===== src/rtl/player_motion_unit.sv =====
// player_motion_unit
//   Integrates accelerometer samples into the on-screen player-box centre, once per
//   frame: acceleration -> velocity (with damping and a speed limit), then
//   velocity -> position (6 fractional bits). The result is clamped so the 50x50 box
//   stays fully visible, and it is published as integer pixel coordinates.
//
// Ports
//   clk_25mHz     in   1        pixel clock, all logic on posedge
//   reset         in   1        asynchronous, active-low reset
//   sample_valid  in   1        accel_raw_x/y valid this cycle
//   sample_ready  out  1        sample accepted this cycle (IDLE only)
//   accel_raw_x   in   ACCEL_W  signed x acceleration
//   accel_raw_y   in   ACCEL_W  signed y acceleration
//   frame_tick    in   1        one-cycle pulse per frame (VGA screenEnd)
//   run           in   1        1 = integrate, 0 = hold position with zero velocity
//   pos_x         out  32       player centre x, integer pixels
//   pos_y         out  32       player centre y, integer pixels
//   pos_updated   out  1        one-cycle pulse when pos_x/pos_y are written
//   missed_ticks  out  8        saturating count of frame ticks dropped while busy
//
// Build option
//   MOTION_DEADZONE_EN : when defined, an axis with |accel| < 16 is treated as 0.
//
// States
//   IDLE  | waiting for frame_tick, accepts samples
//   VEL   | velocity update from acceleration and damping
//   POS   | position += velocity
//   CLAMP | keep box on screen, zero velocity of a clamped axis
//   PUB   | publish integer position, pulse pos_updated

module player_motion_unit #(
  parameter int SCREEN_W    = 640,
  parameter int SCREEN_H    = 480,
  parameter int HALF_SIZE   = 25,
  parameter int ACCEL_W     = 12,
  parameter int FRAC_BITS   = 6,
  parameter int ACCEL_SHIFT = 4,
  parameter int DAMP_SHIFT  = 3,
  parameter int VMAX        = 512
) (
  input  logic               clk_25mHz,
  input  logic               reset,
  input  logic               sample_valid,
  output logic               sample_ready,
  input  logic [ACCEL_W-1:0] accel_raw_x,
  input  logic [ACCEL_W-1:0] accel_raw_y,
  input  logic               frame_tick,
  input  logic               run,
  output logic [31:0]        pos_x,
  output logic [31:0]        pos_y,
  output logic               pos_updated,
  output logic [7:0]         missed_ticks
);

  localparam int VW  = 12;               // holds +/-VMAX with margin
  localparam int SW  = VW + 2;           // headroom for the velocity sum
  localparam int PW  = FRAC_BITS + 11;   // signed fixed-point position
  localparam int IW  = PW - FRAC_BITS;   // integer bits published

  localparam logic signed [PW-1:0] POS_LO   = PW'(HALF_SIZE << FRAC_BITS);
  localparam logic signed [PW-1:0] POS_HI_X = PW'((SCREEN_W - 1 - HALF_SIZE) << FRAC_BITS);
  localparam logic signed [PW-1:0] POS_HI_Y = PW'((SCREEN_H - 1 - HALF_SIZE) << FRAC_BITS);
  localparam logic signed [PW-1:0] POS_RST_X = PW'((SCREEN_W / 2) << FRAC_BITS);
  localparam logic signed [PW-1:0] POS_RST_Y = PW'((SCREEN_H / 2) << FRAC_BITS);

  typedef enum logic [2:0] {IDLE, VEL, POS, CLAMP, PUB} state_t;

  state_t                     state;
  logic signed [ACCEL_W-1:0]  lat_x, lat_y;   // newest accepted sample
  logic signed [ACCEL_W-1:0]  use_x, use_y;   // sample frozen at the tick for this frame
  logic signed [VW-1:0]       vel_x, vel_y;
  logic signed [PW-1:0]       pos_fp_x, pos_fp_y;

  function automatic logic signed [ACCEL_W-1:0] eff_accel(input logic signed [ACCEL_W-1:0] a);
`ifdef MOTION_DEADZONE_EN
    localparam int DEADZONE = 16;
    if (a > -DEADZONE && a < DEADZONE) return '0;
    else return a;
`else
    return a;
`endif
  endfunction

  function automatic logic signed [VW-1:0] vel_step(input logic signed [VW-1:0] v,
                                                    input logic signed [ACCEL_W-1:0] a);
    logic signed [SW-1:0] sum;
    sum = SW'(v) + SW'(a >>> ACCEL_SHIFT) - SW'(v >>> DAMP_SHIFT);
    if (sum > VMAX)       return VW'(VMAX);
    else if (sum < -VMAX) return VW'(-VMAX);
    else                  return VW'(sum);
  endfunction

  always_ff @(posedge clk_25mHz or negedge reset) begin
    if (!reset) begin
      state        <= IDLE;
      sample_ready <= 1'b0;
      lat_x        <= '0;
      lat_y        <= '0;
      use_x        <= '0;
      use_y        <= '0;
      vel_x        <= '0;
      vel_y        <= '0;
      pos_fp_x     <= POS_RST_X;
      pos_fp_y     <= POS_RST_Y;
      pos_x        <= 32'(SCREEN_W / 2);
      pos_y        <= 32'(SCREEN_H / 2);
      pos_updated  <= 1'b0;
      missed_ticks <= '0;
    end else begin
      pos_updated <= 1'b0;
      if (frame_tick && state != IDLE && missed_ticks != 8'hFF)
        missed_ticks <= missed_ticks + 8'd1;

      case (state)
        IDLE: begin
          if (sample_valid && sample_ready) begin
            lat_x <= accel_raw_x;
            lat_y <= accel_raw_y;
          end
          // Freeze the pre-handshake latch so a same-cycle sample waits a frame.
          if (frame_tick) begin
            use_x        <= lat_x;
            use_y        <= lat_y;
            state        <= VEL;
            sample_ready <= 1'b0;
          end else begin
            sample_ready <= 1'b1;
          end
        end
        VEL: begin
          if (run) begin
            vel_x <= vel_step(vel_x, eff_accel(use_x));
            vel_y <= vel_step(vel_y, eff_accel(use_y));
          end else begin
            vel_x <= '0;
            vel_y <= '0;
          end
          state <= POS;
        end
        POS: begin
          pos_fp_x <= pos_fp_x + PW'(vel_x);
          pos_fp_y <= pos_fp_y + PW'(vel_y);
          state    <= CLAMP;
        end
        CLAMP: begin
          if (pos_fp_x < POS_LO) begin
            pos_fp_x <= POS_LO;
            vel_x    <= '0;
          end else if (pos_fp_x > POS_HI_X) begin
            pos_fp_x <= POS_HI_X;
            vel_x    <= '0;
          end
          if (pos_fp_y < POS_LO) begin
            pos_fp_y <= POS_LO;
            vel_y    <= '0;
          end else if (pos_fp_y > POS_HI_Y) begin
            pos_fp_y <= POS_HI_Y;
            vel_y    <= '0;
          end
          state <= PUB;
        end
        PUB: begin
          // Position is non-negative after clamping, so a plain bit slice suffices.
          pos_x        <= {{(32-IW){1'b0}}, pos_fp_x[PW-1:FRAC_BITS]};
          pos_y        <= {{(32-IW){1'b0}}, pos_fp_y[PW-1:FRAC_BITS]};
          pos_updated  <= 1'b1;
          state        <= IDLE;
          sample_ready <= 1'b1;
        end
        default: begin
          state        <= IDLE;
          sample_ready <= 1'b0;
        end
      endcase
    end
  end

endmodule

===== config.mk =====
export PLATFORM = sky130hd
export DESIGN_NAME = player_motion_unit
export DESIGN_NICKNAME = d
export VERILOG_FILES = /design/src/rtl/player_motion_unit.sv
export SDC_FILE = /design/constraint.sdc
export NUM_CORES = 1
export LEC_CHECK = 0
export CORE_ASPECT_RATIO = 1.75
export CORE_MARGIN = 8
export CORE_UTILIZATION = 35
export DETAILED_ROUTE_END_ITERATION = 7
export MAX_ROUTING_LAYER = met4
export SLEW_MARGIN = 20
export SYNTH_ARGS = -nofsm -noshare
export SYNTH_HDL_FRONTEND = slang
export SYNTH_SLANG_ARGS = --single-unit

===== constraint.sdc =====
create_clock -name clk_25mHz -period 3 [get_ports clk_25mHz]
set_input_delay 0.45 -clock clk_25mHz [delete_from_list [all_inputs] [get_ports clk_25mHz]]
set_output_delay 0.45 -clock clk_25mHz [all_outputs]
set_load 0.03 [all_outputs]

Yosys cells after proc, flatten, opt, wreduce, memory -nomap -nowiden
Index checks and enable logic that the tools add are counted.
{ "word_totals": {"ff_bits": 141, "latch_bits": 0, "ramBits": 0, "mem_bits_ro": 0, "memories": 0} }
{ "classes": {"addsub": 7, "mul": 0, "div": 0, "magnitude_cmp": 8, "n_eq_ne": 8, "shifts": 0, "n_mux": 23, "n_bitwise": 0, "reduce_logical": 14} }
{ "ops": {"columns": ["cell", "n"], "rows": [
  ["12-bit two-way mux", 10],
  ["17-bit two-way mux", 4],
  ["17-bit one-hot mux with 2 select lines", 2],
  ["12-bit one-hot mux with 2 select lines", 2],
  ["17-bit by 12-bit adder with 17-bit output", 2],
  ["17-bit by 12-bit less-than comparator with 1-bit output (second input constant)", 2],
  ["14-bit by 11-bit > comparator with 1-bit output (second input constant)", 2],
  ["14-bit by 10-bit less-than comparator with 1-bit output (second input constant)", 2],
  ["13-bit by 9-bit subtractor with 14-bit output", 2],
  ["12-bit by 8-bit adder with 13-bit output", 2],
  ["17-bit by 16-bit > comparator with 1-bit output (second input constant)", 1],
  ["17-bit > comparator (second input constant)", 1],
  ["3-bit one-hot mux with 4 select lines", 1],
  ["2-bit AND reduction", 6],
  ["8-bit by 1-bit adder with 8-bit output (second input constant)", 1],
  ["8-bit != test (second input constant)", 1],
  ["3-bit by 2-bit equality test with 1-bit output (second input constant)", 2],
  ["3-bit != test (second input constant)", 2],
  ["2-bit nonzero test", 2],
  ["3-bit by 1-bit equality test with 1-bit output (second input constant)", 1],
  ["3-bit equality test (second input constant)", 1],
  ["1-bit logical AND", 3],
  ["3-bit logical NOT", 1],
  ["3-bit two-way mux", 1],
  ["5 further kinds", 6]
]} }

Longest topological paths before layout
{ "logic_depth": {"ltp_word": 7, "mapped_depth": 15} }

Worst setup path before layout
No wires, ideal clock.
{ "synth_path": {"path_type": "flip-flop to flip-flop", "from": "register use_x[5]", "to": "register vel_x[5]", "setup_ns": 0.064, "t_arrival_ns": 3.253, "required_ns": 2.936, "setup_slack_ns": -0.316, "stages_incl_launch_ff": 13, "period_less_slack_ns": 3.316, "cell_sequence": "dfrtp_1 fa_1 inv_1 fa_1 nor2b_4 o31a_1 o22ai_2 xnor2_1 or4b_1 o41ai_1 a32o_1 buf_6 a22o_2"} }
{ "synth_via": {"elab_chain_len": 7} }
{ "synth_rtl": {"columns": ["item", "line", "rtl"], "rows": [
  ["start: declaration", "70", "logic signed [ACCEL_W-1:0] use_x, use_y;"],
  ["start signal: assignment", "122", "use_x <= lat_x;"],
  ["12-bit by 8-bit adder with 13-bit output *", "87", "sum = SW'(v) + SW'(a >>> ACCEL_SHIFT) - SW'(v >>> DAMP_SHIFT);"],
  ["13-bit by 9-bit subtractor with 14-bit output *", "87", null],
  ["14-bit by 10-bit less-than comparator with 1-bit output", "89", "else if (sum < -VMAX) return VW'(-VMAX);"],
  ["12-bit two-way mux", "89", null],
  ["12-bit two-way mux *", "88", "if (sum > VMAX) return VW'(VMAX);"],
  ["12-bit two-way mux *", "131", "if (run) begin"],
  ["12-bit one-hot mux with 2 select lines *", "114", "case (state)"],
  ["end signal: assignment", "132", "vel_x <= vel_step(vel_x, eff_accel(use_x));"],
  ["end: declaration", "71", "logic signed [VW-1:0] vel_x, vel_y;"]
]} }
Mark *: on every way between the ends. The rest lies on a longest branch, timed or not.
A chain may end at the register's enable or synchronous reset.

Final worst setup path
{ "layout_path": {"from": "register vel_x[3]", "to": "register vel_x[4]"} }
{ "layout_via": {"elab_chain_len": 7} }
{ "layout_rtl": {"columns": ["item", "line"], "rows": [
  ["12-bit by 8-bit adder with 13-bit output", "87"],
  ["13-bit by 9-bit subtractor with 14-bit output *", "87"],
  ["14-bit by 10-bit less-than comparator with 1-bit output", "89"],
  ["12-bit two-way mux", "89"],
  ["12-bit two-way mux *", "88"],
  ["12-bit two-way mux *", "131"],
  ["12-bit one-hot mux with 2 select lines *", "114"]
]} }
Marked as above.

==> flow_metrics.env <==
export IMPL_outcome="complete, but fails checks"
export IMPL_violations="negative setup slack"
export IMPL_fin_tns_setup_ns=-3.37
export IMPL_r2r_start="vel_x[3]"
export IMPL_crit_fanout=5
export IMPL_synth_area_per_cell_um2=9.36
export IMPL_first_iter_violations=333
export IMPL_drive_gt1_share_pct=28.0
export IMPL_io_pins=103
export IMPL_cts_root_buf="clkbuf_16"
export IMPL_max_slew_margin_pct=55.7
export IMPL_drv_cap=0
export IMPL_hold_path_class="register to register"
export IMPL_synthSimpleGateAreaFrac_pct=11.7
export IMPL_synth_adder_area_share_pct=14.8
export IMPL_layout_common_cells="buf_4, dfrtp_1, inv_1"
export IMPL_synth_edff_count=0
export IMPL_end_kind="register"
export IMPL_post_route_period_util_pct=110
export IMPL_r2r_slack_ns=-0.29
export IMPL_path_clk_slew_ns=0.05
export IMPL_critPathKind="register to register"
export IMPL_r2r_cells=14
export IMPL_synth_seq_cells=125
export IMPL_drtPass1Iterations=4
export IMPL_tightest_slew_ns=0.663
export IMPL_cts_tree="done"
export IMPL_antenna_diode_count=0
export IMPL_hold_violations=0
export IMPL_finalMaxSlewViolations=0
export IMPL_required_ns=3.36
export IMPL_clockBufferDepth=2
export IMPL_hpwl_mm=17.9
export IMPL_period_needed_ns=3.29
export IMPL_finalClockSkew_ns=0.00464
export IMPL_setup_viol_count_final=19
export IMPL_die_h_um=225
export IMPL_core_mm2=0.0246
export IMPL_filler_cell_count=2302
export IMPL_drcViolationCount=0
export IMPL_wl_mm=23.4
export IMPL_cts_sinks=125
export IMPL_layout_commonest_cell="buf_4"
export IMPL_grt_usage_pct=16.2
export IMPL_clock_latency_ns=0.42
export IMPL_ys_types=65
export IMPL_die_width_um=136
export IMPL_viasPerCell=5.06
export IMPL_num_nets_final=1239
export IMPL_holdPathEnd="use_x[7]"
export IMPL_yosysSeqAreaShare_pct=35.9
export IMPL_place_area_mm2=0.0104
export IMPL_wl_per_cell_um=16.2
export IMPL_netlist_instances=935
export IMPL_synth_top_family_by_area="compound AO/OA/AOI/OAI gates"
export IMPL_ys_flop_type="dfrtp_1"
export IMPL_grt_max_degree=73
export IMPL_async_flop_share_pct=100
export IMPL_synthMuxAreaShare_pct=5.66
export IMPL_post_place_ws_ns=-0.386
export IMPL_crit_chain="ha_1 > inv_1 > ha_2 > inv_2 > fa_2 > nor2b_4 > o31a_1 > o22ai_2 > xnor2_2 > or4b_4 > o41ai_2 > a32o_2 > buf_6 > a22o_2"
export IMPL_synth_compound_area_share_pct=17.9
export IMPL_arrival_ns=3.64
export IMPL_worst_r2r_endpoint="vel_x[4]"
export IMPL_htree_levels=4
export IMPL_rsz0062_at_grt="true"
export IMPL_area_delta_synth_final_pct=32.1
export IMPL_grt_pass1_vias=7605
export IMPL_antenna_found_initial=0
export IMPL_start_util_pct=35.5
export IMPL_slowest_stage="or4b_4"
export IMPL_gp_congestion=0.910
export IMPL_hold_depth=2
export IMPL_cts_made_buffers=17
export IMPL_min_from="lat_x[7]"
export IMPL_postRouteAntennaNets=0
export IMPL_slowest_delay_ns=0.49
export IMPL_numPortBuffers=52
export IMPL_cp_start_kind="register"
export IMPL_syn_area_mm2=0.00875
export IMPL_fin_area_mm2=0.0116
export IMPL_grt_overflow=0
export IMPL_max_freq_mhz=304
export IMPL_fp_row_count=76
export IMPL_via_count=7310
export IMPL_grt_pass1_wl_mm=37.8
export IMPL_synthXorXnorAreaFrac_pct=4.90
export IMPL_fin_ws_ns=-0.287
export IMPL_dieArea_mm2=0.0305
export IMPL_fin_util_pct=47.0
export IMPL_yosysWarningCount=0
## worst max-delay path, delay by kind of cell (launching register included)
kind            cells  cell delay (ns)
compound gates      5             0.93
xor+xnor            1             0.14
fa+ha+maj           3             0.88
buf+inv             3             0.23
flops               1             0.43
simple gates        2             0.61
## kinds of logic (layout without fill, tap and decap cells)
group,Yosys count,after routing
compound gates,240,241
simple gates,217,217
buf+inv,170,327
flops,125,125
fa+ha+maj,89,89
xor+xnor,49,49
mux,44,44
other cells,1,42
## routing by layer
layer	track usage [%]	routed length, um	part of all wire [%]
met4	8.53	973	4.2
met5	-	0	0
met2	30.7	13500	58
met3	2.41	674	2.9
met1	15.2	8260	35
## stage by stage
stage	hold WS, ns	instances
2_1_floorplan	0.154	976
3_3_place_gp	0.394	1392
3_5_place_dp	0.392	1392
4_1_cts	0.484	1433
5_1_grt	0.518	1446
6_report	0.480	1446
## worst max path at each step
stage,endpoint,startpoint,slack [ns]
after floorplan,vel_x[5],use_x[5],-0.02
after global placement,vel_y[7],vel_y[5],-0.33
after detailed placement,vel_y[6],vel_y[5],-0.39
after CTS,vel_x[1],vel_x[3],-0.25
after global routing,vel_x[8],use_x[5],-0.46
final,vel_x[4],vel_x[3],-0.29
## Yosys cell counts, types with 7 or more instances
cell type / n / area (um^2)
mux2_2: 44 / 495
o22ai_1: 8 / 50.1
nand2_1: 80 / 300
nand3_1: 10 / 50.1
nor2_1: 53 / 199
fa_1: 24 / 480
buf_4: 42 / 315
ha_1: 65 / 813
and2_1: 7 / 43.8
nor3_1: 14 / 70.1
nor2b_1: 10 / 62.6
a21o_1: 18 / 135
and3_1: 7 / 43.8
xor2_1: 24 / 210
o21a_1: 11 / 82.6
clkbuf_1: 19 / 71.3
a31oi_1: 9 / 56.3
a22o_2: 7 / 70.1
a21oi_1: 55 / 275
dfstp_2: 12 / 315
xnor2_1: 25 / 219
dfrtp_1: 113 / 2830
o21ai_0: 65 / 325
inv_1: 107 / 402
a211oi_1: 7 / 52.6
nor4_1: 9 / 56.3
## flip-flops by register name (all words and copies together), names as in the netlist, 11 cells and up
name	flops
pos_fp_x	17
pos_fp_y	17
pos_x	11
pos_y	11
vel_x	12
vel_y	12
## what timing repair did
item,4_1_cts,5_1_grt
setup endpoints to repair,21,22
pin swaps,21,26
setup buffers,9,12
endpoints found under the hold margin,25,0
gates resized for setup,53,48
hold buffers,1,0
cloned,1,1
## layout make-up
class	instances	area (um^2)	area share, %
repair buffers	187	1560	13.5
clock buffers	23	488	4.22
well taps	312	390	3.38
inverters	108	405	3.51
flip-flops and latches	125	3150	27.2
clock inverters	9	110	0.952
multi-input cells	682	5460	47.2
Power is not shown: default switching activity piles up to over one toggle a cycle in this logic, so the estimate is an artifact.
